--- src/rtl/match_referee.sv ---
// Rock/paper/scissors round referee: judged result 2 cycles after both moves, round_done 1 cycle later, ready again at +5.
// No backpressure: moves are latched once per round. Optional COLLECT timeout under MATCH_REFEREE_TIMEOUT_EN.
module match_referee #(
  parameter int MAX_ROUNDS = 5,
  parameter int TIMEOUT    = 64
) (
  input  logic       clk,
  input  logic       resetn,
  input  logic       start,
  input  logic [1:0] p1_move,
  input  logic       p1_valid,
  input  logic [1:0] p2_move,
  input  logic       p2_valid,
  output logic [1:0] matchresult,
  output logic       round_done,
  output logic       busy,
  output logic       game_over,
  output logic [3:0] rounds_played
);

  typedef enum logic [2:0] {
    S_IDLE, S_COLLECT, S_JUDGE, S_SETTLE, S_STROBE, S_HOLD, S_DONE
  } state_t;

  state_t     r_state, w_next;
  logic       r_p1_full, r_p2_full;
  logic [1:0] r_p1_mv, r_p2_mv;
  logic       w_p1_take, w_p2_take, w_timeout;
  logic [1:0] w_judged;

  assign w_p1_take = (r_state == S_COLLECT) && !r_p1_full && p1_valid && (p1_move != 2'b00);
  assign w_p2_take = (r_state == S_COLLECT) && !r_p2_full && p2_valid && (p2_move != 2'b00);

`ifdef MATCH_REFEREE_TIMEOUT_EN
  localparam int CW = $clog2(TIMEOUT) + 1;
  logic [CW-1:0] r_to_cnt;

  // Held at zero outside COLLECT, so every entry starts a fresh count.
  always_ff @(posedge clk or negedge resetn) begin
    if (!resetn)                    r_to_cnt <= '0;
    else if (r_state != S_COLLECT)  r_to_cnt <= '0;
    else                            r_to_cnt <= r_to_cnt + 1'b1;
  end

  assign w_timeout = (r_state == S_COLLECT) && (r_to_cnt == CW'(TIMEOUT - 1));
`else
  assign w_timeout = 1'b0;
  if (TIMEOUT < 1) begin : g_timeout_inactive
  end
`endif

  always_ff @(posedge clk or negedge resetn) begin
    if (!resetn) r_state <= S_IDLE;
    else         r_state <= w_next;
  end

  always_comb begin
    w_next = r_state;
    case (r_state)
      S_IDLE:    if (start) w_next = S_COLLECT;
      S_COLLECT: if ((r_p1_full && r_p2_full) || w_timeout) w_next = S_JUDGE;
      S_JUDGE:   w_next = S_SETTLE;
      S_SETTLE:  w_next = S_STROBE;
      S_STROBE:  w_next = S_HOLD;
      S_HOLD:    w_next = (rounds_played == 4'(MAX_ROUNDS)) ? S_DONE : S_COLLECT;
      S_DONE:    if (start) w_next = S_COLLECT;
      default:   w_next = S_IDLE;
    endcase
  end

  // A missing move forfeits the round to whoever did play.
  always_comb begin
    w_judged = 2'b00;
    if (r_p1_full && r_p2_full) begin
      if (r_p1_mv != r_p2_mv) begin
        if ((r_p1_mv == 2'b01 && r_p2_mv == 2'b11) ||
            (r_p1_mv == 2'b11 && r_p2_mv == 2'b10) ||
            (r_p1_mv == 2'b10 && r_p2_mv == 2'b01))
          w_judged = 2'b01;
        else
          w_judged = 2'b11;
      end
    end else if (r_p1_full) begin
      w_judged = 2'b01;
    end else if (r_p2_full) begin
      w_judged = 2'b11;
    end
  end

  always_ff @(posedge clk or negedge resetn) begin
    if (!resetn) begin
      r_p1_full <= 1'b0;
      r_p2_full <= 1'b0;
      r_p1_mv   <= 2'b00;
      r_p2_mv   <= 2'b00;
    end else if (r_state == S_HOLD) begin
      r_p1_full <= 1'b0;
      r_p2_full <= 1'b0;
      r_p1_mv   <= 2'b00;
      r_p2_mv   <= 2'b00;
    end else begin
      if (w_p1_take) begin
        r_p1_full <= 1'b1;
        r_p1_mv   <= p1_move;
      end
      if (w_p2_take) begin
        r_p2_full <= 1'b1;
        r_p2_mv   <= p2_move;
      end
    end
  end

  // Outputs are registered from the next state so they line up with the state they describe.
  always_ff @(posedge clk or negedge resetn) begin
    if (!resetn) begin
      matchresult   <= 2'b00;
      round_done    <= 1'b0;
      busy          <= 1'b0;
      game_over     <= 1'b0;
      rounds_played <= 4'd0;
    end else begin
      round_done <= (w_next == S_STROBE);
      busy       <= (w_next != S_IDLE) && (w_next != S_DONE);
      game_over  <= (w_next == S_DONE);
      if (w_next == S_COLLECT)      matchresult <= 2'b00;
      else if (r_state == S_JUDGE)  matchresult <= w_judged;
      if (r_state == S_IDLE || (r_state == S_DONE && start))
        rounds_played <= 4'd0;
      else if (r_state == S_STROBE)
        rounds_played <= rounds_played + 4'd1;
    end
  end

endmodule

--- config.mk ---
export PLATFORM = sky130hd
export DESIGN_NAME = match_referee
export DESIGN_NICKNAME = d
export VERILOG_FILES = /design/src/rtl/match_referee.sv
export SDC_FILE = /design/constraint.sdc
export NUM_CORES = 1
export LEC_CHECK = 0
export ABC_AREA = 0
export CAP_MARGIN = 0
export CORE_MARGIN = 10
export CORE_UTILIZATION = 50
export CTS_CLUSTER_DIAMETER = 150
export DETAILED_ROUTE_END_ITERATION = 8
export GPL_TIMING_DRIVEN = 0
export PLACE_DENSITY = 0.85
export SKIP_LAST_GASP = 1
export SYNTH_ARGS = -nofsm -noshare
export SYNTH_HDL_FRONTEND = slang
export SYNTH_SLANG_ARGS = --single-unit
export TNS_END_PERCENT = 5
--- constraint.sdc ---
create_clock -name clk -period 2.1 [get_ports clk]
set_clock_uncertainty 0.1 [all_clocks]
set_input_delay 0.315 -clock clk [delete_from_list [all_inputs] [get_ports clk]]
set_output_delay 0.315 -clock clk [all_outputs]
set_load 0.02 [all_outputs]
# Yosys cells after proc, flatten, opt, wreduce, memory -nomap -nowiden
# Index checks and enable logic that the tools add are counted.
[word_totals] inputBits=9 ff_bits=18 output_inout_bits=9 word_cells=76
[op_classes] addsub=1 n_reduce_logical=26 n_eq_ne=18 n_mux=21
[op_table] operator="$mux W2" count=11
[op_table] operator="$pmux W3 S6" count=1
[op_table] operator="$eq A3 B3 Y1 const B" count=5
[op_table] operator="$logic_and A1 B1 Y1" count=12
[op_table] operator="$reduce_bool A2 Y1" count=6
[op_table] operator="$mux W3" count=3
[op_table] operator="$eq A2 B2 Y1 const B" count=4
[op_table] operator="$mux W4" count=2
[op_table] operator="$eq A3 B1 Y1 const B" count=2
[op_table] operator="$eq A3 B2 Y1 const B" count=2
[op_table] operator="$add A4 B1 Y4 const B" count=1
[op_table] operator="$eq A2 B1 Y1 const B" count=2
[op_table] operator="$eq A4 B3 Y1 const B" count=1
[op_table] operator="$mux W1" count=4
[op_table] operator="$logic_not A3 Y1" count=1
[op_table] operator="$logic_or A1 B1 Y1" count=3
[op_table] operator="$ne A3 B3 Y1 const B" count=1
[op_table] operator="$reduce_bool A3 Y1" count=1
[op_table] operator="$logic_not A1 Y1" count=2
[op_table] operator="$ne A2 B2 Y1" count=1
[op_table] operator="$reduce_or A2 Y1" count=1

# Depth between registers and ports, before layout
# Gate-level depths: netlist of the first run.
[depth] ltp_word=9 mapped_depth=6 mapped_depth_nobuf=6

# Least setup slack after synthesis of the first run
# Ideal clock, no wire load.
[synth_timing] kind="register to register" start="register r_state[1]" end="register r_p1_mv[0]" stages_incl_launch_ff=6 t_required_ns=1.868 path_buffers=1 path_slack_ns=0.711 arrival_ns=1.157 setup_time_ns=0.132 period_less_slack_ns=1.389 cell_sequence="dfrtp_1 -> nand2b_4 -> buf_6 -> nor4b_4 -> mux2i_1 -> o21ai_1"
[synth_via] elab_chain_len=5 elab_cells_between_ends=7 classes_between="2 x eq/ne; 1 x mux; 4 x reduce/logical"
[synth_rtl] element="from (decl)" line_no="25" rtl="state_t r_state, w_next;"
[synth_rtl] element="from (signal assigned)" line_no="54" rtl="else r_state <= w_next;"
[synth_rtl] element="$eq A3 B1 Y1" line_no="31" rtl="assign w_p1_take = (r_state == S_COLLECT) && !r_p1_full && p1_valid && (p1_move != 2'b00);"
[synth_rtl] element="$logic_and A1 B1 Y1 (3 in series)" line_no="31"
[synth_rtl] element="$reduce_bool A2 Y1 (no source line)"
[synth_rtl] element="to (signal assigned)" line_no="104" rtl="r_p1_mv <= p1_move;"
[synth_rtl] element="to (decl)" line_no="27" rtl="logic [1:0] r_p1_mv, r_p2_mv;"
# Several ways; a longest one is shown, not always the timed one.
# A chain may end at the register's enable or synchronous reset.

# Final worst setup path of the first run
[layout_timing] start="register rounds_played[2]" end="output rounds_played[2]"
[layout_rtl] element="from (decl)" line_no="18" rtl="output logic [3:0] rounds_played"
[layout_rtl] element="from (signal assigned)" line_no="130" rtl="rounds_played <= rounds_played + 4'd1;"
# No word-level cell between the ends.

==> results.md, run 1 <==
* I/O pins at 18
* Detailed Routing Iterations Pass 1 at 4
* Multi-input gate area in the final layout at around 540 um2
* Finish-stage setup viols at 0
* Port Buffer Count at 17
* Sequential cell area at approximately 450 um2
* R2r endpoint: r_p1_mv[0]
* Core box area at 1980 um2
* Ys Warns at 0
* WP data arrival at about 1.4 ns
* Post_cts resized at 0
* Status: completed
* CTS tree: yes
* Sequential-to-total area share from yosys stat at 0.429
* Final HPWL DP at ~1700 um
* Final Util at 0.645
* First-pass GRT wire length at around 4100 um
* Rows at 16
* H-Tree Depth at 1
* Clock root cell: clkbuf_4
* Crit path max-delay family: buffers and inverters
* Clk sinks at 18
* P per Cell Area at 1210 nW/um2
* Crit path max-delay cell type: clkdlybuf4s50_1
* Least-Margin Pin Slew at slightly below 0.8 ns
* Initial antenna violation count at 0
* Worst-Skew Late Latency at between 0.2 and 0.3 ns
* Synth cell types at 34
* Placed cells at 158
* Final nets at 147
* Num CTS Buffers at 3
* Setup slack, reg-to-reg at roughly 0.57 ns
* Average size of a mapped cell at 9.22 um2
* VDD IR-drop max at ~650 uV
* Metal2 WL at around 1100 um
* Cts hold-fix bufs at 0
* Largest net degree at the start of global routing at 19
* Crit path cell chain: clkdlybuf4s50_1
* #FFs+latches synth at 18
* Post-synth top area cell: dfrtp_1
* Die X at 65.8 um
* TNS Setup at 0 ns
* Met1 WL at a little under 1000 um
* R2R cell count at 5
* Worst setup margin at around 0.30 ns
* Slew Viols, Final at 0
* Vias in the first global route at slightly above 900
* Worst path required time at roughly 1.7 ns
* Clock buffer depth at 2
* Wire per inst at roughly 14 um
* Leakage at approximately 0.51 nW
* # Post-CTS Setup Buffers at 0
* Final non-filler cell total at about 160
* Critical Path Source: rounds_played[2]
* Fin crit share at 0.858
* P&R area growth vs syn at 21.5%
* Initial Util at 0.530
* GRT overflow at 0
* Crit path kind: flip-flop to output port
* WP buf/inv at 1
* Diode count at 0
* Max Cap Viol at 0
* Die ar. at about 4300 um2
* DRT antenna net count at 0
* Synth Net Count at around 130
* Via density at 5.57
* RSZ-0062 raised after global routing: false
* CP Launch Type: flip-flop
* Post-route DRC at 0
* DR WL met3 at approximately 170 um
* Max Freq at approximately 550 MHz
* Final Hold Vio Count at 0
* Max incr delay on CP at 0.65 ns
* Worst slew margin relative to its limit at 0.475
* Max layer used: met4
* GRT Total Usage at 0.117
* Clock Pin Slew Worst Setup and Hold Paths at ~0.090 ns
* Share of layout cells above drive strength 1 at 0.0896
* RD Place Congestion at about 0.84
* Synthesized netlist cell count at 114
* DRT iter0 DRCs at 45
* Die span in y at approximately 66 um
* Area contributors post-synth: dfrtp_1 (43%), mux2i_1 (5.7%), a21oi_1 (4.8%), nor4b_4 (4.5%), o21ai_0 (4.3%)
* Final min period at about 1.8 ns
* Crit Path Max Fanout at 7
* HP Class: input port to async pin
* DR vias at ~900
* Synth top area share at 0.429
* WL final at 2280 um
* Worst Setup End Kind: output port
* RR Startpoint: r_state[1]
* Dpl ws at about 0.31 ns
* Filler cells at between 150 and 200
* Synthesized cell area at between 1000 and 1500 um2
-- logic make-up (layout without fill, tap and decap cells) --
group / after synthesis / after routing / synth area share
flip-flops: 18 / 18 / 0.429
AND/OR/NAND/NOR: 40 / 40 / 0.237
multiplexers: 6 / 6 / 0.0571
AO/OA/AOI/OAI: 34 / 34 / 0.187
buffers and inverters: 13 / 33 / 0.0583
adder cells (fa/ha/maj): 2 / 2 / 0.0238
XOR/XNOR: 1 / 1 / 0.00833
-- cell usage after synthesis (all sizes together) --
master and n:
dfrtp 18, o21ai 13, nand2 12, a21oi 10, nor2 9, inv 6
mux2i 6, buf 5, a31oi 3, nor2b 3, clkbuf 2, ha 2
nand2b 2, nand3b 2, nor3 2, nor4b 2, o22ai 2, or3 2
a211o 1, a21boi 1, and2 1, and2b 1, and3b 1, nand3 1
nand4 1, nor3b 1, o21bai 1, o221ai 1, o311ai 1, o32ai 1
xnor2 1
-- state kept, by name, summed over array words and instances, names as in the netlist --
name and cells:
r_p2_mv 2, round_done 1, r_state 3, game_over 1, rounds_played 4, r_p1_full 1
r_p2_full 1, matchresult 2, busy 1, r_p1_mv 2
-- worst max-delay path by stage --
stage | end | slack [ns] | cells past startpoint
after detailed placement | r_p1_mv[0] | 0.31 | 5
after global routing | rounds_played[2] | 0.20 | 1
after floorplan | r_p1_mv[0] | 0.71 | 5
after global placement | r_p2_mv[0] | 0.37 | 5
after CTS | rounds_played[2] | 0.28 | 1
final | rounds_played[2] | 0.30 | 1
-- where the power goes --
group | internal, mW | switching (mW)
clock network | 0.0666 | 0.0958
registers | 0.459 | 0.110
logic | 0.351 | 0.462
-- through the flow --
step           area (um2)  hold slack, ns  power, mW
4_1_cts              1280           0.400       1.56
6_report             1280           0.383       1.55
2_1_floorplan        1050         -0.0806       1.15
3_3_place_gp         1250           0.439       1.35
5_1_grt              1280           0.445       1.69
3_5_place_dp         1250           0.444       1.39
-- layer usage --
| metal | global-route usage | vias up |
|---|---|---|
| met2 | 0.184 | 22 |
| met3 | 0.0390 | 4 |
| li1 | - | 444 |
| met1 | 0.142 | 427 |
| met4 | 0.0455 | 0 |
| met5 | 0 | - |
-- layout make-up --
type	instances	area share
clock buffer	3	0.0176
inverter	6	0.0176
sequential	18	0.353
buffer	7	0.0304
multi-input combinational	83	0.422
tap	27	0.0264
timing repair buffer	17	0.133
-- cells in the final DEF (no fill, tap or decap), types with 2 or more instances in the layout --
cell	synthesis	routed
nand2_1	12	12
nor2_1	9	9
o22ai_1	2	2
mux2i_1	6	6
o21ai_1	4	4
a21oi_1	10	10
nand3b_1	2	2
inv_1	6	6
a31oi_1	3	3
clkbuf_4	0	3
nor3_1	2	2
dfrtp_1	18	18
clkbuf_1	2	2
o21ai_0	9	9
or3_1	2	2
nor4b_4	2	2
buf_2	4	4
ha_1	2	2
nor2b_1	3	3
clkdlybuf4s50_1	0	17
(Power assumes the default switching activity.)
==> run 2, diff against run 1 <==
SETUP_SLACK_MARGIN = 0.3   (was not set)
SKIP_CTS_REPAIR_TIMING = 1   (was not set)
SLEW_MARGIN = 25   (was not set)
==> results.md, run 2 (synthesized netlist as in run 1, its figures left out) <==
* Status: completed
* Clock root cell: clkbuf_4
* I/O pins at 18
* Crit path kind: flip-flop to output port
* P per Cell Area at about 1200 nW/um2
* Final nets at about 150
* Hold WS at 0.383 ns
* Worst-Skew Late Latency at roughly 0.28 ns
* Crit path max-delay cell type: clkdlybuf4s50_1
* DRT antenna net count at 0
* DRT iter0 DRCs at 46
* CTS tree: yes
* GRT Total Usage at 0.117
* Commonest non-fill, non-tap cell in the layout: dfrtp_1
* Initial antenna violation count at 0
* CP Launch Type: flip-flop
* P&R area growth vs syn at 21.8%
* Rows at 16
* Max Freq at ~560 MHz
* Final non-filler cell total at between 150 and 200
* Filler cells at around 170
* Max Cap Viol at 0
* WP data arrival at approximately 1.4 ns
* Commonest cells after routing, fill and taps aside: dfrtp_1 (18), clkdlybuf4s50_1 (16), nand2_1 (12)
* Initial Util at 0.530
* Placed Area at 1250 um2
* Via density at roughly 5.6
* Max reg flops at 4
* Leakage at ~0.53 nW
* DR vias at 899
* Most flops, register: rounds_played
* Core box area at between 1500 and 2000 um2
* Final Util at 0.646
* H-Tree Depth at 1
* Clock Pin Slew Worst Setup and Hold Paths at about 0.090 ns
* HP Class: input port to async pin
* Worst path required time at roughly 1.7 ns
* Num CTS Buffers at 3
* Share of layout cells above drive strength 1 at 0.0896
* Placed cells at roughly 160
* WL final at 2280 um
* Worst setup margin at roughly 0.31 ns
* Clk sinks at 18
* WP buf/inv at 1
* Final Hold Vio Count at 0
* First-pass GRT wire length at about 4100 um
* Total power at 1.54 mW
* Slew Viols, Final at 0
* Worst Setup End Kind: output port
* TNS Setup at 0 ns
* Crit path cell chain: clkdlybuf4s50_1
* Final HPWL DP at 1720 um
* Finish-stage setup viols at 0
* Final min period at ~1.8 ns
* Fin area at 1280 um2
* RSZ-0062 raised after global routing: true
* Dpl ws at 0.313 ns
* GRT overflow at 0
* Die span in y at about 66 um
* Clock buffer depth at 2
* Diode count at 0
* Wire per inst at 14.2 um
* Least-Margin Pin Slew at approximately 0.78 ns
* Vias in the first global route at just over 900
* Top flop regs: rounds_played (4), r_state (3)
* Max incr delay on CP at ~0.65 ns
* Port Buffer Count at 17
* Die X at ~66 um
* Die ar. at approximately 4300 um2
* RD Place Congestion at 0.840
* Crit path max-delay family: buffers and inverters
* Largest net degree at the start of global routing at 19
* Fin crit share at 0.852
* Post-route DRC at 0
* Detailed Routing Iterations Pass 1 at 4
* Crit Path Max Fanout at 6
* Worst slew margin relative to its limit at 0.475
* VDD IR-drop max at about 650 uV
run 2: cell type report:
type / instances / area, um2 / area share
multi-input combinational: 83 / 539 / 0.421
clock buffer: 3 / 22.5 / 0.0176
tap: 27 / 33.8 / 0.0264
inverter: 6 / 22.5 / 0.0176
sequential: 18 / 450 / 0.352
buffer: 7 / 38.8 / 0.0303
timing repair buffer: 17 / 173 / 0.135
run 2: worst paths after layout:
path / to / from / slack [ns] / depth (start not counted)
max: rounds_played[0] / rounds_played[0] / 0.31 / 1
min: game_over / resetn / 0.38 / 1
max reg2reg: r_p1_mv[0] / r_state[1] / 0.57 / 5
min reg2reg: matchresult[1] / matchresult[1] / 0.46 / 2
max in group asynchronous: rounds_played[2] / resetn / 1.03 / 1
min in group clk: matchresult[1] / matchresult[1] / 0.46 / 2
run 2: power breakdown:
part           switching (mW)  internal, mW
Sequential              0.110         0.459
Combinational           0.462         0.351
Clock                  0.0958        0.0666
run 2: metal layers:
layer | share of wire | GRT usage | up-vias
met3 | 0.075 | 0.0390 | 4
met1 | 0.43 | 0.142 | 429
met2 | 0.48 | 0.184 | 22
met5 | 0 | 0 | -
met4 | 0.010 | 0.0455 | 0
li1 | - | - | 444
==> run 3, diff against run 2 <==
CORE_MARGIN = 5   (was 10)
==> results.md, run 3 (synthesized netlist as in run 1, its figures left out) <==
* Port Buffer Count at 17
* Final non-filler cell total at roughly 160
* Via density at around 5.8
* RSZ-0062 raised after global routing: true
* Max incr delay on CP at around 0.64 ns
* Clock buffer depth at 2
* Clk sinks at 18
* Final Util at 0.653
* TNS Setup at 0 ns
* Fin crit share at 0.855
* CTS tree: yes
* Largest net degree at the start of global routing at 19
* Initial antenna violation count at 0
* P per Cell Area at between 1000 and 1500 nW/um2
* Initial Util at 0.530
* Top flop regs: rounds_played (4), r_state (3)
* Core box area at 1980 um2
* Commonest non-fill, non-tap cell in the layout: dfrtp_1
* Crit path max-delay cell type: clkdlybuf4s50_1
* Leakage at about 0.53 nW
* GRT Total Usage at 0.153
* Max Cap Viol at 0
* Clock Pin Slew Worst Setup and Hold Paths at 0.10 ns
* Detailed Routing Iterations Pass 1 at 4
* Max Freq at 557 MHz
* Most flops, register: rounds_played
* Diode count at 0
* Crit path max-delay family: buffers and inverters
* WL final at around 2300 um
* VDD IR-drop max at roughly 720 uV
* Rows at 16
* Status: completed
* First-pass GRT wire length at roughly 3900 um
* Die ar. at ~3100 um2
* Final min period at ~1.8 ns
* DRT iter0 DRCs at 28
* Crit path kind: flip-flop to output port
* Share of layout cells above drive strength 1 at 0.0963
* Die X at ~56 um
* Worst path required time at around 1.7 ns
* Vias in the first global route at roughly 850
* RD Place Congestion at 0.806
* Crit Path Max Fanout at 7
* Wire per inst at approximately 14 um
* WP buf/inv at 1
* WP data arrival at ~1.4 ns
* Max reg flops at 4
* Final HPWL DP at roughly 1600 um
* CP Launch Type: flip-flop
* DR vias at between 900 and 1k
* P&R area growth vs syn at 23.1%
* H-Tree Depth at 1
* Clock root cell: clkbuf_4
* Placed cells at approximately 160
* Setup slack, reg-to-reg at just under 0.6 ns
* Worst Setup End Kind: output port
* Finish-stage setup viols at 0
* Crit path cell chain: clkdlybuf4s50_1
* Least-Margin Pin Slew at ~0.81 ns
* Commonest cells after routing, fill and taps aside: dfrtp_1 (18), clkdlybuf4s50_1 (16), nand2_1 (12)
* GRT overflow at 0
* Final nets at 147
* Num CTS Buffers at 3
* I/O pins at 18
* HP Class: input port to async pin
* Worst-Skew Late Latency at 0.28 ns
* Worst slew margin relative to its limit at 0.456
* DRT antenna net count at 0
* Post-route DRC at 0
* Slew Viols, Final at 0
* Final Hold Vio Count at 0
* Die span in y at 55.8 um
## run 3: cell types whose count changed in the layout (fill, tap and decap cells not counted)
| cell | previous run | this run |
|---|---|---|
| clkbuf_8 | 0 | 1 |
## run 3: worst paths after layout
path                                          to  depth (start not counted)        startpoint
worst max-delay path            rounds_played[2]                          1  rounds_played[2]
worst min-delay path                   r_p2_full                          1            resetn
worst max register to register        r_p1_mv[0]                          5        r_state[1]
worst min register to register    matchresult[1]                          2    matchresult[1]
max in group asynchronous                   busy                          1            resetn
min in group clk                  matchresult[1]                          2    matchresult[1]
## run 3: cell type report
class	count	area [um2]
multi-input cells	83	539
well taps	27	33.8
plain buffers	7	38.8
inverters	6	22.5
repair buffers	17	173
flip-flops and latches	18	450
clock buffers	4	36.3
fillers	164	688
## run 3: through the flow
stage	setup WS [ns]	power [mW]	area [um2]	hold WS, ns
6_report	0.305	1.60	1290	0.392
5_1_grt	0.250	1.73	1290	0.453
4_1_cts	0.291	1.60	1290	0.402
3_5_place_dp	0.292	1.39	1250	0.438
3_3_place_gp	0.366	1.35	1250	0.439
2_1_floorplan	0.711	1.15	1050	-0.0806
## run 3: where the power goes
group | internal [mW] | switching (mW)
Clock | 0.105 | 0.104
Combinational | 0.350 | 0.471
Sequential | 0.459 | 0.113
Total | 0.915 | 0.689
## run 3: layer usage
layer,vias to the layer above,routed length [um],track usage
li1,444,-,-
met1,455,1040,0.197
met2,31,1070,0.240
met3,6,121,0.0348
met4,0,34,0.0746
met5,-,0,0
